--- config.mk ---
export PLATFORM = sky130hd
export DESIGN_NAME = clock_ctrl
export DESIGN_NICKNAME = d
export VERILOG_FILES = /design/src/rtl/clock_pkg.sv /design/src/rtl/clock_prescaler.sv /design/src/rtl/clock_ctrl.sv
export SDC_FILE = /design/constraint.sdc
export NUM_CORES = 1
export LEC_CHECK = 0
export ABC_AREA = 1
export ABC_CLOCK_PERIOD_IN_PS = 2120
export CORE_UTILIZATION = 41
export CTS_BUF_LIST = sky130_fd_sc_hd__clkbuf_16
export CTS_CLUSTER_DIAMETER = 80
export CTS_CLUSTER_SIZE = 25
export DETAILED_ROUTE_END_ITERATION = 16
export PLACE_DENSITY = 0.83
export RECOVER_POWER = 25
export SLEW_MARGIN = 20
export SYNTH_ARGS = -nofsm -noshare
export SYNTH_HDL_FRONTEND = slang
export SYNTH_SLANG_ARGS = --single-unit
--- constraint.sdc ---
create_clock -name io_clock -period 2.12 [get_ports io_clock]
set_clock_uncertainty 0.05 [all_clocks]
set_input_delay 0.53 -clock io_clock [delete_from_list [all_inputs] [get_ports io_clock]]
set_output_delay 0.53 -clock io_clock [all_outputs]
set_load 0.05 [all_outputs]
--- src/rtl/clock_pkg.sv ---
// Shared types and constants for the clock controller and its prescaler.
package clock_pkg;

    typedef enum logic [1:0] {
        IDLE = 2'd0,
        RUN  = 2'd1,
        FAST = 2'd2
    } state_e;

    localparam int unsigned WIDTH_DEFAULT = 32;
    localparam int unsigned SEC_MIN_MAX   = 59;
    localparam int unsigned HRS24_MAX     = 23;
    localparam int unsigned HRS12_MAX     = 11;

    // Highest hour value the counter should show for the selected display mode.
    function automatic int unsigned hrs_max(input logic mode12);
        return mode12 ? HRS12_MAX : HRS24_MAX;
    endfunction

endpackage

--- src/rtl/clock_prescaler.sv ---
// Wrap counter 0..PRESCALE-1 that produces a one-cycle tick on its last count.
module clock_prescaler #(
    parameter int unsigned PRESCALE = 100
) (
    input  logic clk,
    input  logic rst,
    input  logic inc,
    input  logic clr,
    output logic tick
);

    localparam int CW = $clog2(PRESCALE);
    localparam logic [CW-1:0] LAST = CW'(PRESCALE - 1);

    logic [CW-1:0] presc_q;
    logic [CW-1:0] presc_d;

    // Clear takes precedence so every fresh run starts a full period.
    always_comb begin
        presc_d = presc_q;
        if (clr) begin
            presc_d = '0;
        end else if (inc) begin
            presc_d = (presc_q == LAST) ? '0 : presc_q + CW'(1);
        end
    end

    always_ff @(posedge clk) begin
        if (rst) begin
            presc_q <= '0;
        end else begin
            presc_q <= presc_d;
        end
    end

    assign tick = inc && (presc_q == LAST);

endmodule

--- src/rtl/clock_ctrl.sv ---
// Run/stop/fast-forward sequencer, hour-mode configuration and one-shot alarm
// sitting between the board controls and the sec/min/hrs counter block.
module clock_ctrl
    import clock_pkg::*;
#(
    parameter int unsigned PRESCALE = 100,
    parameter int unsigned WIDTH    = WIDTH_DEFAULT
) (
    input  logic             io_clock,
    input  logic             io_reset,
    input  logic             io_start,
    input  logic             io_stop,
    input  logic             io_fast,
    input  logic             io_mode12,
    input  logic             io_alarm_arm,
    input  logic             io_alarm_ack,
    input  logic [WIDTH-1:0] io_alarm_hrs,
    input  logic [WIDTH-1:0] io_alarm_min,
    input  logic [WIDTH-1:0] io_count_sec,
    input  logic [WIDTH-1:0] io_count_min,
    input  logic [WIDTH-1:0] io_count_hrs,
    output logic             io_en,
    output logic [WIDTH-1:0] io_count_max,
    output logic [WIDTH-1:0] io_count_max_hrs,
    output logic             io_running,
    output logic             io_alarm
);

    localparam logic [WIDTH-1:0] SEC_MIN_LIMIT = WIDTH'(SEC_MIN_MAX);
    localparam logic [WIDTH-1:0] HRS_RESET     = WIDTH'(HRS24_MAX);

    state_e           state_q;
    state_e           state_d;
    logic [WIDTH-1:0] count_max_hrs_q;
    logic [WIDTH-1:0] count_max_hrs_d;
    logic [WIDTH-1:0] alm_hrs_q;
    logic [WIDTH-1:0] alm_hrs_d;
    logic [WIDTH-1:0] alm_min_q;
    logic [WIDTH-1:0] alm_min_d;
    logic             armed_q;
    logic             armed_d;
    logic             alarm_q;
    logic             alarm_d;

    logic             in_run;
    logic             presc_tick;
    logic             alarm_match;

    assign in_run = (state_q == RUN);

    clock_prescaler #(
        .PRESCALE (PRESCALE)
    ) u_prescaler (
        .clk  (io_clock),
        .rst  (io_reset),
        .inc  (in_run),
        .clr  (!in_run),
        .tick (presc_tick)
    );

    // Stop outranks every other request, whatever the current state.
    always_comb begin
        state_d = state_q;
        if (io_stop) begin
            state_d = IDLE;
        end else begin
            case (state_q)
                IDLE:    if (io_start) state_d = io_fast ? FAST : RUN;
                RUN:     if (io_fast)  state_d = FAST;
                FAST:    if (!io_fast) state_d = RUN;
                default: state_d = IDLE;
            endcase
        end
    end

    // Hour mode is only followed while stopped so the counter never sees its
    // limit move underneath a running count.
    always_comb begin
        count_max_hrs_d = count_max_hrs_q;
        if (state_q == IDLE) begin
            count_max_hrs_d = WIDTH'(hrs_max(io_mode12));
        end
    end

    assign alarm_match = armed_q
                      && (io_count_hrs == alm_hrs_q)
                      && (io_count_min == alm_min_q)
                      && (io_count_sec == '0);

    // Arming beats a coincident match; a match beats a coincident ack.
    always_comb begin
        alm_hrs_d = alm_hrs_q;
        alm_min_d = alm_min_q;
        armed_d   = armed_q;
        alarm_d   = alarm_q;
        if (io_alarm_arm) begin
            alm_hrs_d = io_alarm_hrs;
            alm_min_d = io_alarm_min;
            armed_d   = 1'b1;
        end else if (alarm_match) begin
            armed_d   = 1'b0;
        end
        if (alarm_match && !io_alarm_arm) begin
            alarm_d = 1'b1;
        end else if (io_alarm_ack) begin
            alarm_d = 1'b0;
        end
    end

    always_ff @(posedge io_clock) begin
        if (io_reset) begin
            state_q         <= IDLE;
            count_max_hrs_q <= HRS_RESET;
            alm_hrs_q       <= '0;
            alm_min_q       <= '0;
            armed_q         <= 1'b0;
            alarm_q         <= 1'b0;
        end else begin
            state_q         <= state_d;
            count_max_hrs_q <= count_max_hrs_d;
            alm_hrs_q       <= alm_hrs_d;
            alm_min_q       <= alm_min_d;
            armed_q         <= armed_d;
            alarm_q         <= alarm_d;
        end
    end

    assign io_en            = presc_tick || (state_q == FAST);
    assign io_running       = (state_q != IDLE);
    assign io_alarm         = alarm_q;
    assign io_count_max     = SEC_MIN_LIMIT;
    assign io_count_max_hrs = count_max_hrs_q;

endmodule

# Word level (Yosys, flattened, before mapping)
# Cells that the tools add are included.
dict set report word_totals {
  memories 0
  reg_bits 107
  mem_bits_ro 0
  ramBits 0
  latch_bits 0
  output_inout_bits 67
}
dict set report op_classes {
  muxes 10
  div_mod_pow 0
  reduce_logical 15
  order_cmp 0
  shifts 0
  bitwise_logic 1
  eq_ne 8
  mul 0
  n_addsub 1
}
# operator n
set op_table {}
lappend op_table {{$eq 32x32->1} 2}
lappend op_table {{$logic_not 32->1} 1}
lappend op_table {{$mux 2} 4}
lappend op_table {{$add 7x1->7 const B} 1}
lappend op_table {{$eq 7x7->1 const B} 1}
lappend op_table {{$ne 2x2->1 const B} 3}
lappend op_table {{$pmux 2 s3} 1}
lappend op_table {{$reduce_bool 2->1} 3}
lappend op_table {{$logic_and 1x1->1} 5}
lappend op_table {{$mux 5} 1}
lappend op_table {{$mux 1} 4}
lappend op_table {{$reduce_and 3->1} 1}
lappend op_table {{$reduce_or 3->1} 1}
lappend op_table {{$eq 2x1->1 const B} 1}
lappend op_table {{$eq 2x2->1 const B} 1}
lappend op_table {{$logic_not 2->1} 1}
lappend op_table {{$reduce_or 2->1} 1}
lappend op_table {{$logic_not 1->1} 1}
lappend op_table {{$logic_or 1x1->1} 1}
lappend op_table {{$not 1->1} 1}

# Depth between registers and ports, before layout
dict set report logic_depth {
  ltp_word 6
  ltp_mapped 10
}

# Modules after synthesis
# A second synthesis with hierarchy kept.
dict set report unflattened {
  hier_cells 729
  area_unflattened_um2 4536.9
}
# mod n_inst area_each_um2 cells_each seq_area_each_um2
set by_module_without_submodules {}
lappend by_module_without_submodules {clock_ctrl 1 4154.0 672 1401.3}
lappend by_module_without_submodules {clock_prescaler 1 382.9 57 140.1}

# Worst setup path before layout
# No wires, ideal clock.
dict set report synth_path {
  path_type {register to output}
  startpoint {reg u_prescaler.presc_q[0]}
  endpoint {out io_en}
  setup_slack_ps -331
  arrival_ps 1871
  path_stages_with_launch 6
  cell_sequence {dfxtp_1 -> ha_1 -> nand2_1 -> nor3_1 -> nand3_1 -> o21ai_0}
}
dict set report synth_via {
  elab_chain_len 3
}
# item line
set synth_lines {}
lappend synth_lines {{start: declaration} clock_prescaler.sv:15} ;# logic [CW-1:0] presc_q;
lappend synth_lines {{start signal: assignment} clock_prescaler.sv:32} ;# presc_q <= presc_d;
lappend synth_lines {{$eq 7x7->1} clock_prescaler.sv:36} ;# assign tick = inc && (presc_q == LAST);
lappend synth_lines {{$logic_and 1x1->1} clock_prescaler.sv:36}
lappend synth_lines {{$logic_or 1x1->1} clock_ctrl.sv:128} ;# assign io_en = presc_tick || (state_q == FAST);
lappend synth_lines {{end: declaration} clock_ctrl.sv:22} ;# output logic io_en,
# Every way passes these cells.

# Worst setup path after layout
dict set report layout_path {
  startpoint {reg count_max_hrs_q[2], in the netlist io_count_max_hrs[2]}
  endpoint {out io_count_max_hrs[2]}
}
# item line
set layout_rtl {}
lappend layout_rtl {{start: declaration} clock_ctrl.sv:34} ;# logic [WIDTH-1:0] count_max_hrs_q;
lappend layout_rtl {{start signal: assignment} clock_ctrl.sv:120} ;# count_max_hrs_q <= count_max_hrs_d;
lappend layout_rtl {{end: declaration} clock_ctrl.sv:24} ;# output logic [WIDTH-1:0] io_count_max_hrs,
# No word-level cell between the ends.

==> results.yml <==
worst_setup_path:
  reg2reg_depth: 10
  cp_num_buf_inv: 1
  endpoint_kind: "primary output"
  cp_max_fo: 3
  cpPeakStageDelay_ns: 0.80
  slowest_stage: "clkdlybuf4s50_1"
  crit_path_start: "io_count_max_hrs[2]$_SDFFE_PP1N_"
  worstPathCellList: "clkdlybuf4s50_1"
  path_delay_family: "buffers and inverters"
  crit_cells: 1
  path_class: "flip-flop to primary output"
  critPathArrivalTime_ns: 1.48
  cp-start-kind: "flip-flop"
  required_ns: 1.54
  worstReg2RegStart: "alm_min_q[29]$_SDFFE_PP0P_"
synthesis:
  yosys_warnings: 0
  synth-xor-area-share_pct: 1.78
  syn-cell-area_um2: 4430
  synth_top_family_by_area: "simple AND/OR/NAND/NOR gates"
  seq_area_frac_synth_pct: 34.8
  synth_cells: 710
  synth.distinct_cells: 24
  ys_ff_latch: 77
  synth_compound_area_share_pct: 16.1
  yosys.area_share.simple_pct: 24.9
  synthMuxAreaShare_pct: 0
  synthAdderAreaFrac_pct: 0.282
  syn_area_per_cell_um2: 6.24
cells_and_area:
  antenna_cells: 0
  syn2layout_area_growth_pct: 45.8
  postLayoutCoreUtil_pct: 62.1
  nNetsFinal: 1046
  layout_common_cells: "nand2_1, clkdlybuf4s50_1, inv_1"
  drive_gt1_share_pct: 4.99
  final_common_cell: "nand2_1"
clock_network:
  ctsRootBufferMaster: "clkbuf_16"
  htreeDepth: 3
  path_clk_slew_ns: 0.07
  cts_buffers: 9
  cts.path.max_buffers: 2
  clock_latency_ns: 0.33
  cts_setup_buffers: 0
  cts_tree: "built"
  cts.sinks: 77
place:
  numPortBuffers: 173
  place_hpwl_um: 8710
  gp_congestion: 0.788
flow_run:
  maxCapViolCount: 0
hold_path:
  hp-class: "flip-flop to flip-flop"
  hold_path_startpoint: "u_prescaler.presc_q[0]$_SDFF_PP0_"
  hold_path_depth: 1
sta:
  rsz0062_at_grt: "no"
  finalMaxSlewViolations: 0
  final-setup-viol-count: 0
  hold_viol: 0
  setup_tns_ns: 0
  period_share_pct: 97.2
  post-route-min-period_ns: 2.06
  fmax_ghz: 0.485
route:
  wirelength_um: 11000
  via_per_inst: 4.36
  dr_total_vias: 4440
  routedWlPerCell_um: 10.8
  firstDrtPassIters: 4
  drtAntennaViolNets: 0
  drt_iter0_drc: 172
  route.detailed.drc: 0
die:
  placementRows: 37
  core_um2: 10400
  die-height_um: 106
  fp.dieArea_um2: 11200
  ios: 235
  start_util_pct: 42.6
  die_x_um: 106
global_route:
  grt_max_degree: 53
  antenna_found_initial: 0
  grt_pass1_wl_um: 18300
  grt.total_usage_pct: 20.3
  gr-total-overflow: 0
  grt_pass1_vias: 4062
power_and_ir_drop:
  power_density_nw_per_um2: 642
  finalPower_mw: 4.15
  leakagePower_nw: 3.01
  ir_drop_mv: 0.397
run_status:
  status: "finished, final reports clean"
## sequential cells by signal, summed over array words and instances (netlist names)
| name | flops |
|---|---|
| u_prescaler.presc_q | 7 |
| io_alarm | 1 |
| armed_q | 1 |
| alm_min_q | 32 |
| io_count_max_hrs | 2 |
| alm_hrs_q | 32 |
| state_q | 2 |
## metrics by stage
| step | cells | instance area [um2] | hold WS [ns] | setup WS (ns) |
|---|---|---|---|---|
| after floorplan | 769 | 4650 | 0.368 | 0.0454 |
| after global placement | 1002 | 6110 | 0.382 | 0.0582 |
| after detailed placement | 1002 | 6110 | 0.390 | 0.00421 |
| after CTS | 1018 | 6440 | 0.401 | 0.0117 |
| after global routing | 1018 | 6460 | 0.403 | 0.00195 |
| final | 1018 | 6460 | 0.392 | 0.0593 |
## cells in the mapped netlist, drive strengths merged
cell	number	area share, %
nor2	94	8.1
conb	2	0.17
nor3	4	0.45
buf	64	11
or2	1	0.14
ha	1	0.28
a31oi	1	0.14
inv	113	9.6
nand2	176	15
a21oi	58	6.6
clkbuf	19	1.6
dfxtp	77	35
nand3	5	0.68
a21o	1	0.17
nand4	3	0.42
o21ai	81	9.1
nor3b	1	0.17
xor2	6	1.2
xnor2	3	0.59
## worst paths after layout
path                                                          end  slack [ns]
worst max-delay path                          io_count_max_hrs[2]        0.06
worst min-delay path            u_prescaler.presc_q[0]$_SDFF_PP0_        0.39
worst max register to register              io_alarm$_SDFFE_PP0P_        0.70
worst min register to register  u_prescaler.presc_q[0]$_SDFF_PP0_        0.39
## logic make-up after synthesis
kind of cell / Yosys count
xor gates and xnor gates: 9
buffers and inverters: 196
AOI/OAI and AO/OA: 141
adders and majority gates: 1
DFF: 77
and+or+nand+nor: 284
other: 2
## power breakdown
| part | internal [mW] | switching (mW) |
|---|---|---|
| Combinational | 0.429 | 0.552 |
| Clock | 0.927 | 0.662 |
| Sequential | 1.54 | 0.0410 |
## repair_timing
item,4_1_cts,5_1_grt
setup endpoints to repair,1,1
resized for setup,5,6
hold endpoints to repair,0,0
pin swaps,3,2
hold buffers,0,0
## area by class of cell
| type | count | area (um2) |
|---|---|---|
| fill | 968 | 3950 |
| multi-input combinational | 496 | 2180 |
| timing repair buffer | 180 | 1840 |
| sequential | 77 | 1550 |
| inverter | 113 | 425 |
| clock buffer | 9 | 225 |
| tap | 136 | 170 |
| clock inverter | 7 | 80.1 |
## per-layer routing
metal  wire (um)  part of all wire, %  vias up  global-route usage, %
met5           0                    0        -                      0
li1            -                    -     2387                      -
met3         751                  6.8       17                   5.82
met2        5250                   48      145                   35.5
met1        4870                   44     1891                   24.4
met4         167                  1.5        0                   5.26
Power figures use the tool's default switching activity.
